===== config.mk =====
export PLATFORM = sky130hd
export DESIGN_NAME = accum_arbiter
export DESIGN_NICKNAME = d
export VERILOG_FILES = /design/src/rtl/accum_arbiter.sv
export SDC_FILE = /design/constraint.sdc
export NUM_CORES = 1
export LEC_CHECK = 0
export BUFFER_PORTS_ARGS = -buffer_cell sky130_fd_sc_hd__buf_2
export CORE_UTILIZATION = 42
export CTS_CLUSTER_SIZE = 14
export DETAILED_ROUTE_END_ITERATION = 10
export PLACE_DENSITY = 0.95
export SKIP_LAST_GASP = 1
export SLEW_MARGIN = 30
export SYNTH_ARGS = -nofsm -noshare
export SYNTH_HDL_FRONTEND = slang
export SYNTH_SLANG_ARGS = --single-unit
export TNS_END_PERCENT = 30

===== constraint.sdc =====
create_clock -name clk -period 4.32 [get_ports clk]
set_input_delay 0.864 -clock clk [delete_from_list [all_inputs] [get_ports clk]]
set_output_delay 0.864 -clock clk [all_outputs]
set_load 0.005 [all_outputs]

===== src/rtl/accum_arbiter.sv =====
// Round-robin arbiter that shares one accumulator between N_REQ requesters and
// routes each final sum back to its owner through an in-order ID FIFO.
module accum_arbiter #(
   parameter int N_REQ    = 4,
   parameter int W_DATA   = 8,
   parameter int W_RES    = 32,
   parameter int ID_DEPTH = 4,
   parameter int W_ID     = $clog2(N_REQ)
) (
   input  logic                  clk,
   input  logic                  rst,
   input  logic [N_REQ-1:0]      req_valid,
   output logic [N_REQ-1:0]      req_ready,
   input  logic [N_REQ*W_DATA-1:0] req_data,
   input  logic [N_REQ*2-1:0]    req_eot,
   output logic                  acc_valid,
   input  logic                  acc_ready,
   output logic [W_DATA-1:0]     acc_data,
   output logic [1:0]            acc_eot,
   input  logic                  res_valid,
   output logic                  res_ready,
   input  logic [W_RES-1:0]      res_data,
   input  logic [1:0]            res_eot,
   output logic [N_REQ-1:0]      rsp_valid,
   input  logic [N_REQ-1:0]      rsp_ready,
   output logic [W_RES-1:0]      rsp_data,
   output logic [1:0]            rsp_eot,
   output logic                  err
);

   localparam int W_AD  = $clog2(ID_DEPTH);
   localparam int W_PTR = W_AD + 1;

   typedef enum logic {S_IDLE, S_LOCKED} state_t;

   state_t           state_q, state_d;
   logic [W_ID-1:0]  grant_q, grant_d;
   logic [W_ID-1:0]  last_grant_q, last_grant_d;
   logic [W_ID-1:0]  id_mem_q [ID_DEPTH];
   logic [W_ID-1:0]  id_mem_d [ID_DEPTH];
   logic [W_PTR-1:0] wr_ptr_q, wr_ptr_d;
   logic [W_PTR-1:0] rd_ptr_q, rd_ptr_d;
   logic             err_q, err_d;

   logic             fifo_full, fifo_empty;
   logic             advance, acc_hs, pop;
   logic [W_ID-1:0]  rr_pick, head_id;

   // Requester index `off` positions after `base`, wrapping at N_REQ.
   function automatic logic [W_ID-1:0] rr_index(input logic [W_ID-1:0] base, input int off);
      int sum;
      sum = int'(base) + off;
      if (sum >= N_REQ) sum = sum - N_REQ;
      return W_ID'(sum);
   endfunction

   // Scan downwards so the nearest valid requester after last_grant wins.
   always_comb begin
      rr_pick = last_grant_q;
      for (int off = N_REQ; off >= 1; off--) begin
         if (req_valid[rr_index(last_grant_q, off)]) rr_pick = rr_index(last_grant_q, off);
      end
   end

   assign fifo_empty = (wr_ptr_q == rd_ptr_q);
   assign fifo_full  = (wr_ptr_q[W_AD] != rd_ptr_q[W_AD]) &&
                       (wr_ptr_q[W_AD-1:0] == rd_ptr_q[W_AD-1:0]);
   assign head_id    = id_mem_q[rd_ptr_q[W_AD-1:0]];
   assign advance    = (state_q == S_IDLE) && (|req_valid) && !fifo_full;
   assign acc_hs     = acc_valid && acc_ready;
   assign err        = err_q;

   // NOTE: sequential state uses non-blocking assignments only; rst is synchronous.
   always_ff @(posedge clk) begin
      if (rst) begin
         state_q      <= S_IDLE;
         grant_q      <= '0;
         last_grant_q <= W_ID'(N_REQ - 1);
      end else begin
         state_q      <= state_d;
         grant_q      <= grant_d;
         last_grant_q <= last_grant_d;
      end
   end

   // NOTE: every combinational output gets a default first so no latch is inferred.
   always_comb begin
      state_d      = state_q;
      grant_d      = grant_q;
      last_grant_d = last_grant_q;
      case (state_q)
         S_IDLE: begin
            if (advance) begin
               state_d = S_LOCKED;
               grant_d = rr_pick;
            end
         end
         S_LOCKED: begin
            if (acc_hs && acc_eot[0]) begin
               state_d      = S_IDLE;
               last_grant_d = grant_q;
            end
         end
         default: state_d = S_IDLE;
      endcase
   end

   always_comb begin
      acc_valid = 1'b0;
      acc_data  = '0;
      acc_eot   = '0;
      req_ready = '0;
      if (state_q == S_LOCKED) begin
         acc_valid          = req_valid[grant_q];
         acc_data           = W_DATA'(req_data >> (int'(grant_q) * W_DATA));
         acc_eot            = 2'(req_eot >> (int'(grant_q) * 2));
         req_ready[grant_q] = acc_ready;
      end
   end

   // Intermediate sums and orphan finals are always accepted and discarded.
   always_comb begin
      rsp_valid = '0;
      res_ready = 1'b1;
      rsp_data  = res_data;
      rsp_eot   = res_eot;
      pop       = 1'b0;
      err_d     = err_q;
      if (res_eot[0]) begin
         if (!fifo_empty) begin
            rsp_valid[head_id] = res_valid;
            res_ready          = rsp_ready[head_id];
            pop                = res_valid && rsp_ready[head_id];
         end else if (res_valid) begin
            err_d = 1'b1;
         end
      end
   end

   always_comb begin
      id_mem_d = id_mem_q;
      wr_ptr_d = wr_ptr_q;
      rd_ptr_d = rd_ptr_q;
      if (advance) begin
         id_mem_d[wr_ptr_q[W_AD-1:0]] = rr_pick;
         wr_ptr_d = wr_ptr_q + W_PTR'(1);
      end
      if (pop) rd_ptr_d = rd_ptr_q + W_PTR'(1);
   end

   always_ff @(posedge clk) begin
      if (rst) begin
         wr_ptr_q <= '0;
         rd_ptr_q <= '0;
         err_q    <= 1'b0;
      end else begin
         wr_ptr_q <= wr_ptr_d;
         rd_ptr_q <= rd_ptr_d;
         err_q    <= err_d;
      end
   end

   // NOTE: storage is not reset; entries are only read between a push and its pop.
   always_ff @(posedge clk) begin
      id_mem_q <= id_mem_d;
   end

endmodule


==> results of run 1 <==
-- cell type report --
type / instances / area share
multi-input combinational: 102 / 0.471
sequential: 20 / 0.259
timing repair buffer: 74 / 0.199
tap: 48 / 0.0323
clock buffer: 3 / 0.0222
inverter: 7 / 0.0142
clock inverter: 1 / 0.00202
-- power by group through the flow --
stage / combinational [uW] / sequential [uW] / clock [uW]
after floorplan: 144 / 229 / 0
after global placement: 155 / 244 / 0
after detailed placement: 162 / 246 / 0
after CTS: 164 / 242 / 126
after global routing: 181 / 246 / 131
final: 163 / 241 / 123
-- cells in the mapped netlist (all sizes together) --
library cell / number / area (um^2)
a211o: 3 / 26.3
a21boi: 1 / 7.51
a21oi: 5 / 25.0
a311oi: 1 / 15.0
a31oi: 2 / 12.5
and2: 15 / 93.8
and3: 1 / 7.51
buf: 36 / 272
clkbuf: 5 / 18.8
dfxtp: 12 / 240
edfxtp: 8 / 240
ha: 5 / 62.6
inv: 7 / 26.3
mux2: 2 / 26.3
mux2i: 5 / 50.1
mux4: 13 / 293
nand2: 5 / 18.8
nand2b: 4 / 25.0
nand3: 4 / 20.0
nand4: 1 / 6.26
nor2: 18 / 67.6
nor2b: 1 / 6.26
nor3: 4 / 20.0
nor3b: 1 / 7.51
nor4: 1 / 6.26
o21ai: 2 / 10.0
o31ai: 1 / 7.51
or4: 1 / 7.51
xnor2: 5 / 43.8
xor2: 1 / 8.76
-- state kept, by name (all words and copies together) (netlist names) --
| signal | flops |
|---|---|
| err | 1 |
| id_mem_q | 8 |
| rd_ptr_q | 3 |
| state_q | 1 |
| grant_q | 2 |
| wr_ptr_q | 3 |
| last_grant_q | 2 |
-- per-stage QoR --
step | total power (uW) | hold WS [ps] | instance area (um^2)
2_1_floorplan | 373 | 463 | 1670
3_3_place_gp | 400 | 445 | 1810
3_5_place_dp | 408 | 453 | 1810
4_1_cts | 531 | 470 | 1860
5_1_grt | 558 | 496 | 1860
6_report | 527 | 466 | 1860
-- routing by layer --
metal  vias to the layer above  wire (um)  track usage
li1                        635          -            -
met1                       641       1370        0.195
met2                        54       1970        0.345
met3                        15        269       0.0282
met4                         0         78       0.0978
met5                         -          0            0
-- worst register-to-register path, cell delays in order, from the launching register on --
cell and delay, ps:
sky130_fd_sc_hd__dfxtp_1 480, sky130_fd_sc_hd__mux4_2 630, sky130_fd_sc_hd__mux2i_1 150, sky130_fd_sc_hd__mux2_4 290, sky130_fd_sc_hd__nor2_1 170, sky130_fd_sc_hd__mux2_2 350
-- worst max path at each step --
stage	from	end	slack [ps]	cells past startpoint
after floorplan	grant_q[0]	acc_data[0]	1860	4
after global placement	req_valid[3]	acc_valid	1660	4
after detailed placement	req_valid[3]	acc_valid	1670	4
after CTS	grant_q[0]	acc_eot[0]	1400	3
after global routing	grant_q[0]	acc_eot[0]	1250	3
final	grant_q[0]	acc_eot[0]	1440	3
-- logic make-up (layout without fill, tap and decap cells) --
group           after synthesis  count (layout)  synth area share
xor+xnor                      6               6            0.0314
mux                          20              20             0.221
fa+ha+maj                     5               5            0.0374
simple gates                 56              56             0.171
flops                        20              20             0.287
buf+inv                      48              85             0.189
compound gates               15              15            0.0621
==> report_table.html, run 1 <==
<table>
<tr><th>Metric</th><th>Value</th></tr>
<tr><th colspan="2">Status</th></tr>
<tr><td>Run status</td><td>complete, no violations</td></tr>
<tr><th colspan="2">Finish</th></tr>
<tr><td>Share of the core filled with cells in the final layout</td><td>0.496</td></tr>
<tr><td>Diodes inserted</td><td>0</td></tr>
<tr><td>Net total in the final layout</td><td>around 300</td></tr>
<tr><td>Area taken by multi-input logic gates</td><td>a little under 900 um^2</td></tr>
<tr><td>Commonest cells after routing, fill and taps aside</td><td>sky130_fd_sc_hd__buf_2, sky130_fd_sc_hd__nor2_1, sky130_fd_sc_hd__and2_1</td></tr>
<tr><td>Fraction of final layout cells sized beyond drive strength 1</td><td>0.454</td></tr>
<tr><td>Synthesis-to-finish area growth</td><td>11.1%</td></tr>
<tr><td>Area taken by flip-flops and latches</td><td>between 400 and 500 um^2</td></tr>
<tr><td>Commonest non-fill, non-tap cell in the layout</td><td>sky130_fd_sc_hd__buf_2</td></tr>
<tr><td>Final cell count without fillers</td><td>between 200 and 300</td></tr>
<tr><td>Number of filler cells placed in the layout</td><td>approximately 340</td></tr>
<tr><th colspan="2">Power</th></tr>
<tr><td>Leak pwr</td><td>0.000843 uW</td></tr>
<tr><td>Internal power</td><td>between 300 and 400 uW</td></tr>
<tr><td>Sequential cell fraction of total power</td><td>0.458</td></tr>
<tr><td>Combinational Power Share</td><td>0.309</td></tr>
<tr><td>Net switching component of the power</td><td>156 uW</td></tr>
<tr><td>Power density normalized to cell area</td><td>284 nW/um^2</td></tr>
<tr><td>Worst vdd rail ir drop</td><td>around 0.00011 V</td></tr>
<tr><td>Portion of total power attributed to the clock network</td><td>0.233</td></tr>
<tr><td>Sw Share</td><td>0.296</td></tr>
<tr><th colspan="2">Synth</th></tr>
<tr><td>Net Count, Synth</td><td>261</td></tr>
<tr><td>Number of standard cells after synthesis</td><td>between 150 and 200</td></tr>
<tr><td>Register bit count reported by yosys</td><td>20</td></tr>
<tr><td>Cell variety after synth</td><td>33</td></tr>
<tr><td>Synth Area per Inst</td><td>slightly below 10 um^2</td></tr>
<tr><td>Yosys warnings</td><td>0</td></tr>
<tr><td>Synthesized cell area</td><td>between 1500 and 2000 um^2</td></tr>
<tr><td>Sequential element share of the synthesized area</td><td>0.287</td></tr>
<tr><th colspan="2">Critical path</th></tr>
<tr><td>Critical path launch point type</td><td>flop</td></tr>
<tr><td>Total buffers and inverters traversed by the critical path</td><td>1</td></tr>
<tr><td>Reg-to-Reg End</td><td>rd_ptr_q[0]</td></tr>
<tr><td>Slowest cell delay on critical path</td><td>approximately 850 ps</td></tr>
<tr><td>Crit Reg-Reg Startpoint</td><td>rd_ptr_q[0]</td></tr>
<tr><td>Number of cells traversed by the worst register-to-register path</td><td>5</td></tr>
<tr><td>Worst setup path class</td><td>reg -&gt; out</td></tr>
<tr><td>Kind of end point of the critical path</td><td>primary output</td></tr>
<tr><td>Largest fanout on the critical path</td><td>16</td></tr>
<tr><td>Required time reported for the critical path endpoint</td><td>approximately 3500 ps</td></tr>
<tr><td>Reg2reg setup slack</td><td>~2100 ps</td></tr>
<tr><td>Arr. time, crit path</td><td>~2000 ps</td></tr>
<tr><td>Top cell family by delay on the critical path</td><td>flip-flops</td></tr>
<tr><td>Slowest stage cell on the critical path</td><td>sky130_fd_sc_hd__dfxtp_1</td></tr>
<tr><td>List of cells traversed by the critical path</td><td>mux4_2 -&gt; and2_1 -&gt; buf_2</td></tr>
<tr><th colspan="2">Hold path</th></tr>
<tr><td>Source of the worst hold timing path</td><td>err</td></tr>
<tr><td>Endpoint of the worst hold-timing path</td><td>err</td></tr>
<tr><td>Path type of the worst min-delay path</td><td>reg -&gt; reg</td></tr>
<tr><td>Worst hold stages</td><td>2</td></tr>
<tr><th colspan="2">Die</th></tr>
<tr><td>Core Region</td><td>approximately 3700 um^2</td></tr>
<tr><td>Number of cell rows</td><td>22</td></tr>
<tr><td>I/O Pins</td><td>~140</td></tr>
<tr><td>Die height</td><td>roughly 65 um</td></tr>
<tr><td>Die width</td><td>around 65 um</td></tr>
<tr><td>Starting utilization of the core area</td><td>0.447</td></tr>
<tr><td>Die Footprint</td><td>4240 um^2</td></tr>
<tr><th colspan="2">Routing</th></tr>
<tr><td>Average wire per standard cell</td><td>14.5 um</td></tr>
<tr><td>Routed via count</td><td>1345</td></tr>
<tr><td>Initial DRC count</td><td>52</td></tr>
<tr><td>Number of nets with antenna violations after detailed routing</td><td>0</td></tr>
<tr><td>Final wirelength</td><td>3690 um</td></tr>
<tr><td>Post-DR vias/cell</td><td>~5.3</td></tr>
<tr><td>DRC</td><td>0</td></tr>
<tr><td>Total iterations of the first detailed-routing run</td><td>4</td></tr>
<tr><th colspan="2">Clock network</th></tr>
<tr><td>Clk root buf</td><td>sky130_fd_sc_hd__clkbuf_8</td></tr>
<tr><td>Buffer depth of the longest clock path</td><td>2</td></tr>
<tr><td>Num CTS Buffers</td><td>3</td></tr>
<tr><td>TritonCTS clock tree</td><td>built</td></tr>
<tr><td>CTS-repair resized insts</td><td>0</td></tr>
<tr><td>Hold-fix buffers at CTS</td><td>0</td></tr>
<tr><td>TritonCTS Sinks</td><td>20</td></tr>
<tr><td>Setup fix buffers added after clock tree synthesis</td><td>0</td></tr>
<tr><td>CTS H-tree lvls</td><td>1</td></tr>
<tr><td>Clock network latency to the later pin of the worst-skew pair</td><td>260 ps</td></tr>
<tr><td>Clk slew on worst S/H paths</td><td>around 70 ps</td></tr>
<tr><th colspan="2">Timing</th></tr>
<tr><td>Clock tree skew after final layout</td><td>between 7 and 8 ps</td></tr>
<tr><td>RSZ-0062 raised after global routing</td><td>false</td></tr>
<tr><td>Setup violation total in the final timing report</td><td>0</td></tr>
<tr><td>Setup TNS Final</td><td>0 ps</td></tr>
<tr><td>Minimum setup slack in the final design</td><td>1440 ps</td></tr>
<tr><td>Final critical-path required period</td><td>2880 ps</td></tr>
<tr><td>Worst slew margin</td><td>0.465</td></tr>
<tr><td>Fmax</td><td>347 MHz</td></tr>
<tr><td>Worst-Margin Slew</td><td>between 800 and 900 ps</td></tr>
<tr><td>Period utilization</td><td>0.667</td></tr>
<tr><td>Pins over their slew limit</td><td>0</td></tr>
<tr><td>Final Hold Fails</td><td>0</td></tr>
<tr><th colspan="2">Run</th></tr>
<tr><td>Max cap viols</td><td>0</td></tr>
<tr><th colspan="2">Placement</th></tr>
<tr><td>Number of input and output port buffers inserted</td><td>74</td></tr>
<tr><td>Dpl cells</td><td>between 200 and 300</td></tr>
<tr><td>Total half-perimeter wirelength after legalization and detailed placement</td><td>a little under 3000 um</td></tr>
<tr><td>RD Place Congestion</td><td>about 0.75</td></tr>
<tr><td>Dpl ws</td><td>between 1500 and 2000 ps</td></tr>
<tr><th colspan="2">GRT</th></tr>
<tr><td>Initial antenna violation count</td><td>0</td></tr>
<tr><td>Via count of the first global-routing pass</td><td>about 1400</td></tr>
<tr><td>GRT Util Overall</td><td>0.184</td></tr>
<tr><td>Wire length of the first global-routing pass</td><td>6040 um</td></tr>
<tr><td>Overall overflow remaining after global route</td><td>0</td></tr>
<tr><td>Pin count of the biggest net entering global routing</td><td>17</td></tr>
</table>
No activity file was read; power rests on OpenSTA's default activity.
==> run 2, diff against run 1 <==
ABC_AREA = 1   (was not set)
CORE_UTILIZATION = 40   (was 42)
PLACE_DENSITY = 0.91   (was 0.95)
clock period = 3 ns   (was 4.32 ns; I/O delays follow)
==> run 2 against run 1 <==
Effect of this change: wire length rose by 7.5%; critical path type unchanged; die area grew 13%; synthesized area is 8.4% higher; register-to-register slack got worse by 930 ps; hold slack improved by 2.0 ps; global-route usage is 2.2 points lower; synthesized cell count increased by 45%; via count increased by 24%; sequential cell count is the same.
==> report_table.html, run 2 <==
<table>
<tr><th>Metric</th><th>Value</th></tr>
<tr><th colspan="2">Status</th></tr>
<tr><td>Run status</td><td>complete, no violations</td></tr>
<tr><th colspan="2">Synth</th></tr>
<tr><td>Primary FF master, synth</td><td>sky130_fd_sc_hd__dfxtp_1</td></tr>
<tr><td>Synth Area per Inst</td><td>about 7.3 um^2</td></tr>
<tr><td>Largest family of logic cells by synthesized area</td><td>simple AND/OR/NAND/NOR gates</td></tr>
<tr><td>Sequential element share of the synthesized area</td><td>0.265</td></tr>
<tr><td>Count of flip-flops with a built-in enable after synthesis</td><td>8</td></tr>
<tr><td>Register bit count reported by yosys</td><td>20</td></tr>
<tr><td>Net Count, Synth</td><td>around 340</td></tr>
<tr><td>Synthesized cell area</td><td>approximately 1800 um^2</td></tr>
<tr><td>Dominant cells by area after synthesis</td><td>sky130_fd_sc_hd__buf_4, sky130_fd_sc_hd__dfxtp_1, sky130_fd_sc_hd__edfxtp_1</td></tr>
<tr><td>Compound-gate portion of the synthesized area</td><td>0.176</td></tr>
<tr><td>Yosys warnings</td><td>0</td></tr>
<tr><td>Top cells by instance count after synthesis</td><td>sky130_fd_sc_hd__buf_4, sky130_fd_sc_hd__nand2_1, sky130_fd_sc_hd__inv_1</td></tr>
<tr><td>Cell taking the most area after synthesis</td><td>sky130_fd_sc_hd__buf_4</td></tr>
<tr><td>Share of synthesized cell area in full adder, half adder and majority cells</td><td>0.0345</td></tr>
<tr><td>Multiplexer share of the synthesized area</td><td>0</td></tr>
<tr><td>Cell variety after synth</td><td>31</td></tr>
<tr><td>Xor-xnor portion of the synthesized cell area</td><td>0.0290</td></tr>
<tr><td>Area share of the leading cell type in the synthesized netlist</td><td>0.153</td></tr>
<tr><td>Synthesized-area fraction occupied by and/or/nand/nor cells</td><td>0.258</td></tr>
<tr><td>Fraction of registers with async set or reset after synthesis</td><td>0</td></tr>
<tr><td>Number of standard cells after synthesis</td><td>247</td></tr>
<tr><th colspan="2">Critical path</th></tr>
<tr><td>List of cells traversed by the critical path</td><td>nor2_1 -&gt; inv_1 -&gt; o22ai_1 -&gt; nor2_1 -&gt; nor2_2 -&gt; buf_2</td></tr>
<tr><td>Slowest cell delay on critical path</td><td>around 570 ps</td></tr>
<tr><td>Required time reported for the critical path endpoint</td><td>around 2400 ps</td></tr>
<tr><td>Worst setup path class</td><td>reg -&gt; out</td></tr>
<tr><td>Instance count on the critical path</td><td>6</td></tr>
<tr><td>Largest fanout on the critical path</td><td>11</td></tr>
<tr><td>Critical path launch point type</td><td>flop</td></tr>
<tr><td>Top cell family by delay on the critical path</td><td>simple AND/OR/NAND/NOR gates</td></tr>
<tr><td>Crit path top cell by count</td><td>sky130_fd_sc_hd__nor2_1</td></tr>
<tr><td>Number of cells traversed by the worst register-to-register path</td><td>8</td></tr>
<tr><td>Total buffers and inverters traversed by the critical path</td><td>2</td></tr>
<tr><td>Slowest stage cell on the critical path</td><td>sky130_fd_sc_hd__nor2_1</td></tr>
<tr><td>Kind of end point of the critical path</td><td>primary output</td></tr>
<tr><td>Arr. time, crit path</td><td>1910 ps</td></tr>
<tr><th colspan="2">Power</th></tr>
<tr><td>Leak pwr</td><td>around 0.0011 uW</td></tr>
<tr><td>Power density normalized to cell area</td><td>roughly 450 nW/um^2</td></tr>
<tr><td>Worst vdd rail ir drop</td><td>around 0.00021 V</td></tr>
<tr><th colspan="2">Die</th></tr>
<tr><td>Die Footprint</td><td>just under 5000 um^2</td></tr>
<tr><td>Die width</td><td>just under 70 um</td></tr>
<tr><td>Die height</td><td>69.3 um</td></tr>
<tr><td>Starting utilization of the core area</td><td>0.416</td></tr>
<tr><td>Core Region</td><td>roughly 4400 um^2</td></tr>
<tr><td>I/O Pins</td><td>~140</td></tr>
<tr><td>Number of cell rows</td><td>24</td></tr>
<tr><th colspan="2">Timing</th></tr>
<tr><td>Pins over their slew limit</td><td>0</td></tr>
<tr><td>Worst slew margin</td><td>0.530</td></tr>
<tr><td>Setup violation total in the final timing report</td><td>0</td></tr>
<tr><td>Final Hold Fails</td><td>0</td></tr>
<tr><td>RSZ-0062 raised after global routing</td><td>false</td></tr>
<tr><td>Worst-Margin Slew</td><td>approximately 700 ps</td></tr>
<tr><td>Period utilization</td><td>0.837</td></tr>
<tr><td>Fmax</td><td>approximately 400 MHz</td></tr>
<tr><td>Clock tree skew after final layout</td><td>between 8 and 9 ps</td></tr>
<tr><td>Final critical-path required period</td><td>around 2500 ps</td></tr>
<tr><td>Setup TNS Final</td><td>0 ps</td></tr>
<tr><th colspan="2">Finish</th></tr>
<tr><td>Synthesis-to-finish area growth</td><td>11.9%</td></tr>
<tr><td>Biggest registers after layout</td><td>id_mem_q (8), rd_ptr_q (3), wr_ptr_q (3)</td></tr>
<tr><td>Diodes inserted</td><td>0</td></tr>
<tr><td>Flip-flop count of the largest register, all copies and words added</td><td>8</td></tr>
<tr><td>Commonest non-fill, non-tap cell in the layout</td><td>sky130_fd_sc_hd__buf_2</td></tr>
<tr><td>Net total in the final layout</td><td>~380</td></tr>
<tr><td>Fraction of final layout cells sized beyond drive strength 1</td><td>0.373</td></tr>
<tr><td>Number of filler cells placed in the layout</td><td>between 400 and 500</td></tr>
<tr><td>Commonest cells after routing, fill and taps aside</td><td>sky130_fd_sc_hd__buf_2, sky130_fd_sc_hd__nand2_1, sky130_fd_sc_hd__inv_1</td></tr>
<tr><td>Most flop-heavy register</td><td>id_mem_q</td></tr>
<tr><td>Final design area excluding fillers</td><td>between 2000 and 2500 um^2</td></tr>
<tr><th colspan="2">Clock network</th></tr>
<tr><td>TritonCTS Sinks</td><td>20</td></tr>
<tr><td>CTS-repair resized insts</td><td>0</td></tr>
<tr><td>CTS H-tree lvls</td><td>1</td></tr>
<tr><td>TritonCTS clock tree</td><td>built</td></tr>
<tr><td>Clock network latency to the later pin of the worst-skew pair</td><td>between 200 and 300 ps</td></tr>
<tr><td>Clk root buf</td><td>sky130_fd_sc_hd__clkbuf_8</td></tr>
<tr><td>Setup fix buffers added after clock tree synthesis</td><td>0</td></tr>
<tr><td>Clk slew on worst S/H paths</td><td>about 80 ps</td></tr>
<tr><td>Num CTS Buffers</td><td>3</td></tr>
<tr><td>Buffer depth of the longest clock path</td><td>2</td></tr>
<tr><td>Hold-fix buffers at CTS</td><td>0</td></tr>
<tr><th colspan="2">Hold path</th></tr>
<tr><td>Path type of the worst min-delay path</td><td>reg -&gt; reg</td></tr>
<tr><td>Worst hold stages</td><td>1</td></tr>
<tr><th colspan="2">Routing</th></tr>
<tr><td>Average wire per standard cell</td><td>roughly 12 um</td></tr>
<tr><td>Routed via count</td><td>between 1500 and 2000</td></tr>
<tr><td>DRC</td><td>0</td></tr>
<tr><td>Post-DR vias/cell</td><td>~4.9</td></tr>
<tr><td>Total iterations of the first detailed-routing run</td><td>4</td></tr>
<tr><td>Number of nets with antenna violations after detailed routing</td><td>0</td></tr>
<tr><td>Initial DRC count</td><td>67</td></tr>
<tr><td>Final wirelength</td><td>3960 um</td></tr>
<tr><th colspan="2">GRT</th></tr>
<tr><td>Via count of the first global-routing pass</td><td>around 1500</td></tr>
<tr><td>Overall overflow remaining after global route</td><td>0</td></tr>
<tr><td>Most heavily used metal layer in global routing</td><td>met2</td></tr>
<tr><td>M2 GR Usage</td><td>0.246</td></tr>
<tr><td>Met1 track demand over resource in global routing</td><td>0.221</td></tr>
<tr><td>GRT Util Overall</td><td>0.162</td></tr>
<tr><td>Initial antenna violation count</td><td>0</td></tr>
<tr><td>Met3 layer usage reported by global route</td><td>0.0262</td></tr>
<tr><td>Pin count of the biggest net entering global routing</td><td>13</td></tr>
<tr><td>Wire length of the first global-routing pass</td><td>between 6000 and 7000 um</td></tr>
<tr><th colspan="2">Placement</th></tr>
<tr><td>Total half-perimeter wirelength after legalization and detailed placement</td><td>around 3200 um</td></tr>
<tr><td>Area after DPL</td><td>a little under 2000 um^2</td></tr>
<tr><td>Number of input and output port buffers inserted</td><td>74</td></tr>
<tr><td>RD Place Congestion</td><td>0.794</td></tr>
<tr><th colspan="2">Run</th></tr>
<tr><td>Max cap viols</td><td>0</td></tr>
</table>
run 2: routing by layer:
metal | vias up | wire length (um)
li1 | 861 | -
met1 | 735 | 1860
met2 | 66 | 1800
met3 | 9 | 226
met4 | 0 | 84
met5 | - | 0
run 2: logic make-up after synthesis:
| family | Yosys count |
|---|---|
| and+or+nand+nor | 92 |
| DFF | 20 |
| xor gates and xnor gates | 6 |
| AOI/OAI and AO/OA | 50 |
| buffers and inverters | 74 |
| adders and majority gates | 5 |
run 2: area by class of cell:
cell class                      instances  area (um^2)  share of cell area
Multi-Input combinational cell        153          902               0.445
Tap cell                               52         65.1              0.0321
Clock buffer                            4         66.3              0.0327
Timing Repair Buffer                   75          378               0.186
Inverter                               35          136              0.0672
Sequential cell                        20          480               0.237
run 2: final timing paths:
path         slack (ps)         endpoint       start
min                 470              err         err
max                 490        acc_valid  grant_q[0]
min reg2reg         470              err         err
max reg2reg        1200  last_grant_q[1]  grant_q[0]
run 2: per-stage QoR:
step	std cells	util	power (uW)	setup slack [ps]	hold slack (ps)
floorplan	247	-	622	1360	447
global placement	335	0.451	677	839	446
detailed placement	335	0.451	688	802	453
CTS	339	0.466	922	505	472
global route	339	0.466	984	320	491
finish	339	0.466	920	488	468
run 2: where the power goes:
group	switching, uW	internal (uW)
sequential	24.8	316
clock	91.7	145
combinational	206	138
